--- config.mk ---
export PLATFORM = sky130hd
export DESIGN_NAME = mips_bus_initiator_flat
export DESIGN_NICKNAME = d
export VERILOG_FILES = /design/src/rtl/mips_bus_initiator_if.sv /design/src/rtl/mips_bus_initiator.sv /design/src/flat_wrapper.sv
export SDC_FILE = /design/constraint.sdc
export NUM_CORES = 1
export LEC_CHECK = 0
export BUFFER_PORTS_ARGS = -buffer_cell sky130_fd_sc_hd__buf_2
export CORE_AREA = 2 2 114 116
export CTS_CLUSTER_SIZE = 25
export DETAILED_ROUTE_END_ITERATION = 7
export DIE_AREA = 0 0 116 118
export GPL_TIMING_DRIVEN = 0
export PLACE_DENSITY = 0.78
export SETUP_SLACK_MARGIN = 0.05
export SYNTH_ARGS = -nofsm -noshare
export SYNTH_HDL_FRONTEND = slang
export SYNTH_SLANG_ARGS = --single-unit
--- constraint.sdc ---
create_clock -name clk -period 1.7 [get_ports clk]
set_input_delay 0.255 -clock clk [delete_from_list [all_inputs] [get_ports clk]]
set_output_delay 0.255 -clock clk [all_outputs]
set_load 0.02 [all_outputs]
--- src/rtl/mips_bus_initiator_if.sv ---
// CPU request/response and memory-bus signal bundle for mips_bus_initiator.
// master: the initiator; slave: the CPU core plus the bus responder.
interface mips_bus_initiator_if;
  logic        req_valid;
  logic        req_ready;
  logic        req_write;
  logic [31:0] req_addr;
  logic [1:0]  req_size;
  logic        req_signed;
  logic [31:0] req_wdata;
  logic        resp_valid;
  logic [31:0] resp_rdata;
  logic        resp_err;
  logic [31:0] address;
  logic        read;
  logic        write;
  logic [31:0] writedata;
  logic [3:0]  byteenable;
  logic        waitrequest;
  logic [31:0] readdata;

  modport master (
    input  req_valid, req_write, req_addr,
    input  req_size, req_signed, req_wdata,
    input  waitrequest, readdata,
    output req_ready, resp_valid,
    output resp_rdata, resp_err,
    output address, read, write,
    output writedata, byteenable
  );

  modport slave (
    output req_valid, req_write, req_addr,
    output req_size, req_signed, req_wdata,
    output waitrequest, readdata,
    input  req_ready, resp_valid,
    input  resp_rdata, resp_err,
    input  address, read, write,
    input  writedata, byteenable
  );
endinterface

--- src/rtl/mips_bus_initiator.sv ---
// Bus master: one CPU load/store -> one waitrequest-stalled bus transfer.
// Ports: clk, reset (async, active-low), bus (mips_bus_initiator_if.master).
// Optional macro BUS_TIMEOUT_EN: abort after TIMEOUT_CYCLES stall cycles.
module mips_bus_initiator #(
  parameter int unsigned TIMEOUT_CYCLES = 256,
  parameter logic [31:0] RESET_ADDR     = 32'hBFC00000
) (
  input logic                  clk,
  input logic                  reset,
  mips_bus_initiator_if.master bus
);

  typedef enum logic [1:0] {
    IDLE,
    BUS,
    RESP
  } state_t;

  state_t      r_state, w_state;
  logic [31:0] r_addr, w_addr;
  logic        r_read, w_read;
  logic        r_write, w_write;
  logic [3:0]  r_be, w_be;
  logic [31:0] r_wdata, w_wdata;
  logic [1:0]  r_size, w_size;
  logic        r_signed, w_signed;
  logic [1:0]  r_lane, w_lane;
  logic [31:0] r_rdata, w_rdata;
  logic        r_err, w_err;

  logic        w_ready;
  logic        w_acc;
  logic        w_done;
  logic        w_timeout;
  logic [1:0]  w_a;
  logic [3:0]  w_be_req;
  logic [31:0] w_wd_req;
  logic        w_bad;
  logic [15:0] w_shift;
  logic [31:0] w_ext;

  // Gated by reset so req_ready is low while reset is held.
  assign w_ready = (r_state == IDLE) & reset;
  assign w_acc   = bus.req_valid & w_ready;
  assign w_done  = (r_read | r_write) & ~bus.waitrequest;
  assign w_a     = bus.req_addr[1:0];

  always_comb begin
    w_be_req = 4'b0000;
    w_wd_req = bus.req_wdata;
    w_bad    = 1'b0;
    unique case (1'b1)
      bus.req_size == 2'd0: begin
        w_be_req = 4'b0001 << w_a;
        w_wd_req = {4{bus.req_wdata[7:0]}};
      end
      bus.req_size == 2'd1: begin
        w_be_req = 4'b0011 << w_a;
        w_wd_req = {2{bus.req_wdata[15:0]}};
        w_bad    = w_a[0];
      end
      bus.req_size == 2'd2: begin
        w_be_req = 4'b1111;
        w_bad    = |w_a;
      end
      default: w_bad = 1'b1;
    endcase
  end

  // Move the addressed lane(s) down to bit 0, then extend.
  assign w_shift = 16'(bus.readdata >> {r_lane, 3'b000});

  always_comb begin
    w_ext = bus.readdata;
    unique case (1'b1)
      r_size == 2'd0:
        w_ext = {{24{r_signed & w_shift[7]}}, w_shift[7:0]};
      r_size == 2'd1:
        w_ext = {{16{r_signed & w_shift[15]}}, w_shift};
      default: w_ext = bus.readdata;
    endcase
  end

`ifdef BUS_TIMEOUT_EN
  logic [15:0] r_cnt;

  always_ff @(posedge clk or negedge reset) begin
    if (!reset) begin
      r_cnt <= '0;
    end else if (r_state != BUS) begin
      r_cnt <= '0;
    end else if (bus.waitrequest) begin
      r_cnt <= r_cnt + 16'd1;
    end
  end

  // Fires on the edge that closes the last tolerated stall cycle.
  assign w_timeout = (r_state == BUS) & bus.waitrequest &
                     (r_cnt == 16'(TIMEOUT_CYCLES - 1));
`else
  // No stall counter: a stalled transfer waits forever.
  assign w_timeout = 1'b0 && (TIMEOUT_CYCLES == 0);
`endif

  always_comb begin
    w_state  = r_state;
    w_addr   = r_addr;
    w_read   = r_read;
    w_write  = r_write;
    w_be     = r_be;
    w_wdata  = r_wdata;
    w_size   = r_size;
    w_signed = r_signed;
    w_lane   = r_lane;
    w_rdata  = r_rdata;
    w_err    = r_err;
    unique case (r_state)
      IDLE: begin
        if (w_acc) begin
          w_rdata = '0;
          if (w_bad) begin
            w_state = RESP;
            w_err   = 1'b1;
          end else begin
            w_state  = BUS;
            w_err    = 1'b0;
            w_addr   = {bus.req_addr[31:2], 2'b00};
            w_read   = ~bus.req_write;
            w_write  = bus.req_write;
            w_be     = w_be_req;
            w_wdata  = w_wd_req;
            w_size   = bus.req_size;
            w_signed = bus.req_signed;
            w_lane   = w_a;
          end
        end
      end
      BUS: begin
        if (w_done || w_timeout) begin
          w_state = RESP;
          w_addr  = RESET_ADDR;
          w_read  = 1'b0;
          w_write = 1'b0;
          w_be    = '0;
          w_wdata = '0;
          w_err   = ~w_done;
          w_rdata = (w_done & r_read) ? w_ext : '0;
        end
      end
      RESP: w_state = IDLE;
      default: w_state = IDLE;
    endcase
  end

  always_ff @(posedge clk or negedge reset) begin
    if (!reset) begin
      r_state  <= IDLE;
      r_addr   <= RESET_ADDR;
      r_read   <= 1'b0;
      r_write  <= 1'b0;
      r_be     <= '0;
      r_wdata  <= '0;
      r_size   <= '0;
      r_signed <= 1'b0;
      r_lane   <= '0;
      r_rdata  <= '0;
      r_err    <= 1'b0;
    end else begin
      r_state  <= w_state;
      r_addr   <= w_addr;
      r_read   <= w_read;
      r_write  <= w_write;
      r_be     <= w_be;
      r_wdata  <= w_wdata;
      r_size   <= w_size;
      r_signed <= w_signed;
      r_lane   <= w_lane;
      r_rdata  <= w_rdata;
      r_err    <= w_err;
    end
  end

  assign bus.req_ready  = w_ready;
  assign bus.resp_valid = (r_state == RESP);
  assign bus.resp_rdata = r_rdata;
  assign bus.resp_err   = r_err;
  assign bus.address    = r_addr;
  assign bus.read       = r_read;
  assign bus.write      = r_write;
  assign bus.writedata  = r_wdata;
  assign bus.byteenable = r_be;

endmodule

--- src/flat_wrapper.sv ---
// flat-port wrapper written by rule: the top's interface ports become plain ports
module mips_bus_initiator_flat 
#(
  parameter int unsigned TIMEOUT_CYCLES = 256,
  parameter logic [31:0] RESET_ADDR     = 32'hBFC00000
)
  (clk, reset, bus_req_valid, bus_req_write, bus_req_addr, bus_req_size, bus_req_signed, bus_req_wdata, bus_waitrequest, bus_readdata, bus_req_ready, bus_resp_valid, bus_resp_rdata, bus_resp_err, bus_address, bus_read, bus_write, bus_writedata, bus_byteenable);
  mips_bus_initiator_if bus_i ();
  input logic clk;
  input logic reset;
  input wire logic [$bits(bus_i.req_valid)-1:0] bus_req_valid;
  input wire logic [$bits(bus_i.req_write)-1:0] bus_req_write;
  input wire logic [$bits(bus_i.req_addr)-1:0] bus_req_addr;
  input wire logic [$bits(bus_i.req_size)-1:0] bus_req_size;
  input wire logic [$bits(bus_i.req_signed)-1:0] bus_req_signed;
  input wire logic [$bits(bus_i.req_wdata)-1:0] bus_req_wdata;
  input wire logic [$bits(bus_i.waitrequest)-1:0] bus_waitrequest;
  input wire logic [$bits(bus_i.readdata)-1:0] bus_readdata;
  output wire logic [$bits(bus_i.req_ready)-1:0] bus_req_ready;
  output wire logic [$bits(bus_i.resp_valid)-1:0] bus_resp_valid;
  output wire logic [$bits(bus_i.resp_rdata)-1:0] bus_resp_rdata;
  output wire logic [$bits(bus_i.resp_err)-1:0] bus_resp_err;
  output wire logic [$bits(bus_i.address)-1:0] bus_address;
  output wire logic [$bits(bus_i.read)-1:0] bus_read;
  output wire logic [$bits(bus_i.write)-1:0] bus_write;
  output wire logic [$bits(bus_i.writedata)-1:0] bus_writedata;
  output wire logic [$bits(bus_i.byteenable)-1:0] bus_byteenable;
  assign bus_i.req_valid = bus_req_valid;
  assign bus_i.req_write = bus_req_write;
  assign bus_i.req_addr = bus_req_addr;
  assign bus_i.req_size = bus_req_size;
  assign bus_i.req_signed = bus_req_signed;
  assign bus_i.req_wdata = bus_req_wdata;
  assign bus_i.waitrequest = bus_waitrequest;
  assign bus_i.readdata = bus_readdata;
  assign bus_req_ready = bus_i.req_ready;
  assign bus_resp_valid = bus_i.resp_valid;
  assign bus_resp_rdata = bus_i.resp_rdata;
  assign bus_resp_err = bus_i.resp_err;
  assign bus_address = bus_i.address;
  assign bus_read = bus_i.read;
  assign bus_write = bus_i.write;
  assign bus_writedata = bus_i.writedata;
  assign bus_byteenable = bus_i.byteenable;
  mips_bus_initiator #(.TIMEOUT_CYCLES(TIMEOUT_CYCLES), .RESET_ADDR(RESET_ADDR)) u_core (.clk(clk), .reset(reset), .bus(bus_i));
endmodule
==> reports/metrics.cfg <==
[timing]
setup_tns_ns = 0
fmax_mhz = 600.8
fin_hold_ws_ns = -0.2012
setup_viol = 0
timing.final.hold_violations = 52
grt_setup_unrepaired = true
slew_viol_final = 0
worst_pin_slew_ns = 0.7345
fin_crit_sh = 0.9790
max-slew-margin-rel = 0.5085
period_needed_ns = 1.664
clock_skew_ns = 0.008405

[worst_setup_path]
path_cells = buf_6 > and4bb_4 > buf_4 > nand3b_1 > buf_4 > o2bb2ai_2 > a211o_1
crit_arrival_ns = 1.94
crit_type = flip-flop to flip-flop
cp_data_required_time_ns = 1.98
slowest_delay_ns = 0.37
cpMostUsedCell = buf_4
timing.critical_path.fanout_max = 10
crit_slowest_cell = dfrtp_1
start_kind = flip-flop
end_kind = flip-flop

[hold_path]
hold_class = input port to asynchronous set/reset pin

[global_routing]
overflow = 0
grt_max_degree = 59
grt_antenna_before_repair = 1
grt_first_pass_wirelength_mm = 25.74
grt_usage = 0.2404
grt_pass1_vias = 4888

[routing]
dr.pass1.iters = 4
ant_nets = 0
viasPerCell = 5.224
routed_wl_mm = 16.37
drt_iter0_markers = 247
via_count = 4738
drcViolationCount = 0
wl_per_cell_um = 18.04

[place]
dp_hpwl_mm = 12.03
dp_cells = 873
io_buffers = 204
gp_congestion = 0.8628

[die]
start_util = 0.4345
die-area_sq_um = 13690
io_pins = 209
fp.dieW_um = 116
die_h_um = 118
core-area_sq_um = 12410
num_rows = 41

[flow_run]
maxCapViolations = 0

[clocking]
path_clk_slew_ns = 0.07
ctsLongestPathBuffers = 2
cts_made_buffers = 9
clockRootBuffer = clkbuf_16
cts.sinks = 108
clock_latency_ns = 0.34
cts_tree = yes
htree_levels = 3

[status]
violations = hold timing
status = complete, but fails checks

[logic_synthesis]
ys_top_cells_by_count = 99 x dfrtp_1, 78 x mux2i_1, 51 x nand2_1
synth_seq_cells = 108
syn_inst = 495
synth_edf_count = 0
async_flop_share = 1.000
yosys.area.top_type_share = 0.4593
synth_ff_type = dfrtp_1
yosysMostFrequentCell = dfrtp_1
mappedNetlistArea_sq_um = 5394
synth_warnings = 0
yosys-top-cells-area = dfrtp_1 46%, mux2i_1 14%, o2bb2ai_1 4.5%
ys_types = 43
synth_area_leader_cell = dfrtp_1
syn_area_per_cell_sq_um = 10.90
synth.yosys.seq_area_share = 0.5031

[pwr]
power_mw = 12.81
switching_share = 0.4165
p_clk_frac = 0.155
vdd_drop_max_mv = 0.9212
p_comb_frac = 0.495
p_sw_mw = 5.335
p_seq_frac = 0.350
p_int_mw = 7.474
power_density_nw_per_um2 = 1716
p_leak_nw = 4.231

[cells_and_area]
ff_latch_area_sq_um = 2715
fin_cells = 907
final_util = 0.6014
nets = 833
drive_gt1_frac = 0.4373
multi_input_area_sq_um = 2370
syn2layout_area_growth_pct = 38.41
nFillCells = 1110

-- through the flow --
step           cell area (sq um)  worst slack [ns]
2_1_floorplan               5398           0.09778
3_3_place_gp                6634            -1.753
6_report                    7466           0.03568
3_5_place_dp                6664           -0.7637
5_1_grt                     7466          -0.03360
4_1_cts                     7244          0.002600
-- worst paths after layout --
| path | start | slack [ns] | to | cells past startpoint |
|---|---|---|---|---|
| setup / recovery | u_core.r_state[1]$_DFFE_PN0P_ | 0.04 | u_core.bus.resp_rdata[10]$_DFFE_PN0P_ | 7 |
| hold / removal | reset | -0.20 | u_core.bus.resp_rdata[28]$_DFFE_PN0P_ | 1 |
| setup reg to reg | u_core.r_state[1]$_DFFE_PN0P_ | 0.04 | u_core.bus.resp_rdata[10]$_DFFE_PN0P_ | 7 |
| hold reg to reg | u_core.bus.address[24]$_DFFE_PN1P_ | 0.47 | u_core.bus.address[24]$_DFFE_PN1P_ | 2 |
| max in group asynchronous | reset | 1.29 | u_core.bus.resp_rdata[11]$_DFFE_PN0P_ | 2 |
| min in group clk | bus_req_addr[11] | 0.15 | u_core.bus.address[11]$_DFFE_PN0P_ | 3 |
-- power groups by stage --
stage	Sequential [mW]	Combinational [mW]	Clock, mW
6_report	4.48	6.34	1.99
3_3_place_gp	4.40	5.63	0
2_1_floorplan	5.73	2.43	0
5_1_grt	4.59	6.84	2.16
3_5_place_dp	4.42	5.80	0
4_1_cts	4.45	6.06	2.04
-- flip-flops by register name, summed over array words and instances, names as in the netlist --
signal	count
u_core.bus.read	1
u_core.bus.address	30
u_core.r_state	2
u_core.bus.byteenable	4
u_core.bus.write	1
u_core.r_lane	2
u_core.r_signed	1
u_core.bus.resp_rdata	32
u_core.r_size	2
u_core.bus.writedata	32
u_core.bus.resp_err	1
-- worst max-delay path: cells and delay by family (launching register included) --
family | cells | cell delay, ns
AOI/OAI and AO/OA | 2 | 0.34
buffers and inverters | 3 | 0.48
DFF | 1 | 0.37
and+or+nand+nor | 2 | 0.41
-- final cells by class --
| class | instances | share of cell area |
|---|---|---|
| clock inverter | 6 | 0.006871 |
| buffer | 38 | 0.04458 |
| antenna | 1 | 0.0003352 |
| clock buffer | 10 | 0.03067 |
| multi-input combinational | 297 | 0.3174 |
| inverter | 49 | 0.02464 |
| sequential | 108 | 0.3637 |
| tap | 172 | 0.02883 |
| timing repair buffer | 226 | 0.1830 |
-- routing by layer --
| layer | wire length, um | GRT usage | up-vias |
|---|---|---|---|
| met3 | 1268 | 0.06746 | 20 |
| met5 | 0 | 0 | - |
| li1 | - | - | 2195 |
| met4 | 331 | 0.07813 | 0 |
| met2 | 8325 | 0.4156 | 197 |
| met1 | 6440 | 0.2857 | 2326 |
-- cell families (layout without fill, tap and decap cells) --
logic type	after synthesis	after routing	synth area share
compound gates	102	102	0.1512
xor+xnor	1	1	0.001624
buf+inv	91	329	0.07840
flops	108	108	0.5031
mux	93	93	0.1781
other cells	1	3	0.0006952
simple gates	99	99	0.08676
-- placed cells by master (no fill, tap or decap), types with 16 or more instances in the layout --
cell type,netlist,routed
buf_2,13,208
dfrtp_1,99,98
mux2i_1,78,71
nand2_1,51,51
inv_1,49,49
nor2_1,24,24
o2bb2ai_1,28,24
o21ai_0,21,21
buf_4,9,20
a221o_1,16,16
-- repair_timing --
item                       in CTS  in global routing
gates resized for setup        44                 37
pin swaps                       7                 11
setup endpoints to repair     107                 82
cloned                          3                  4
setup buffers                  13                  1
hold endpoints to repair       52                 52
(Power assumes the default switching activity.)
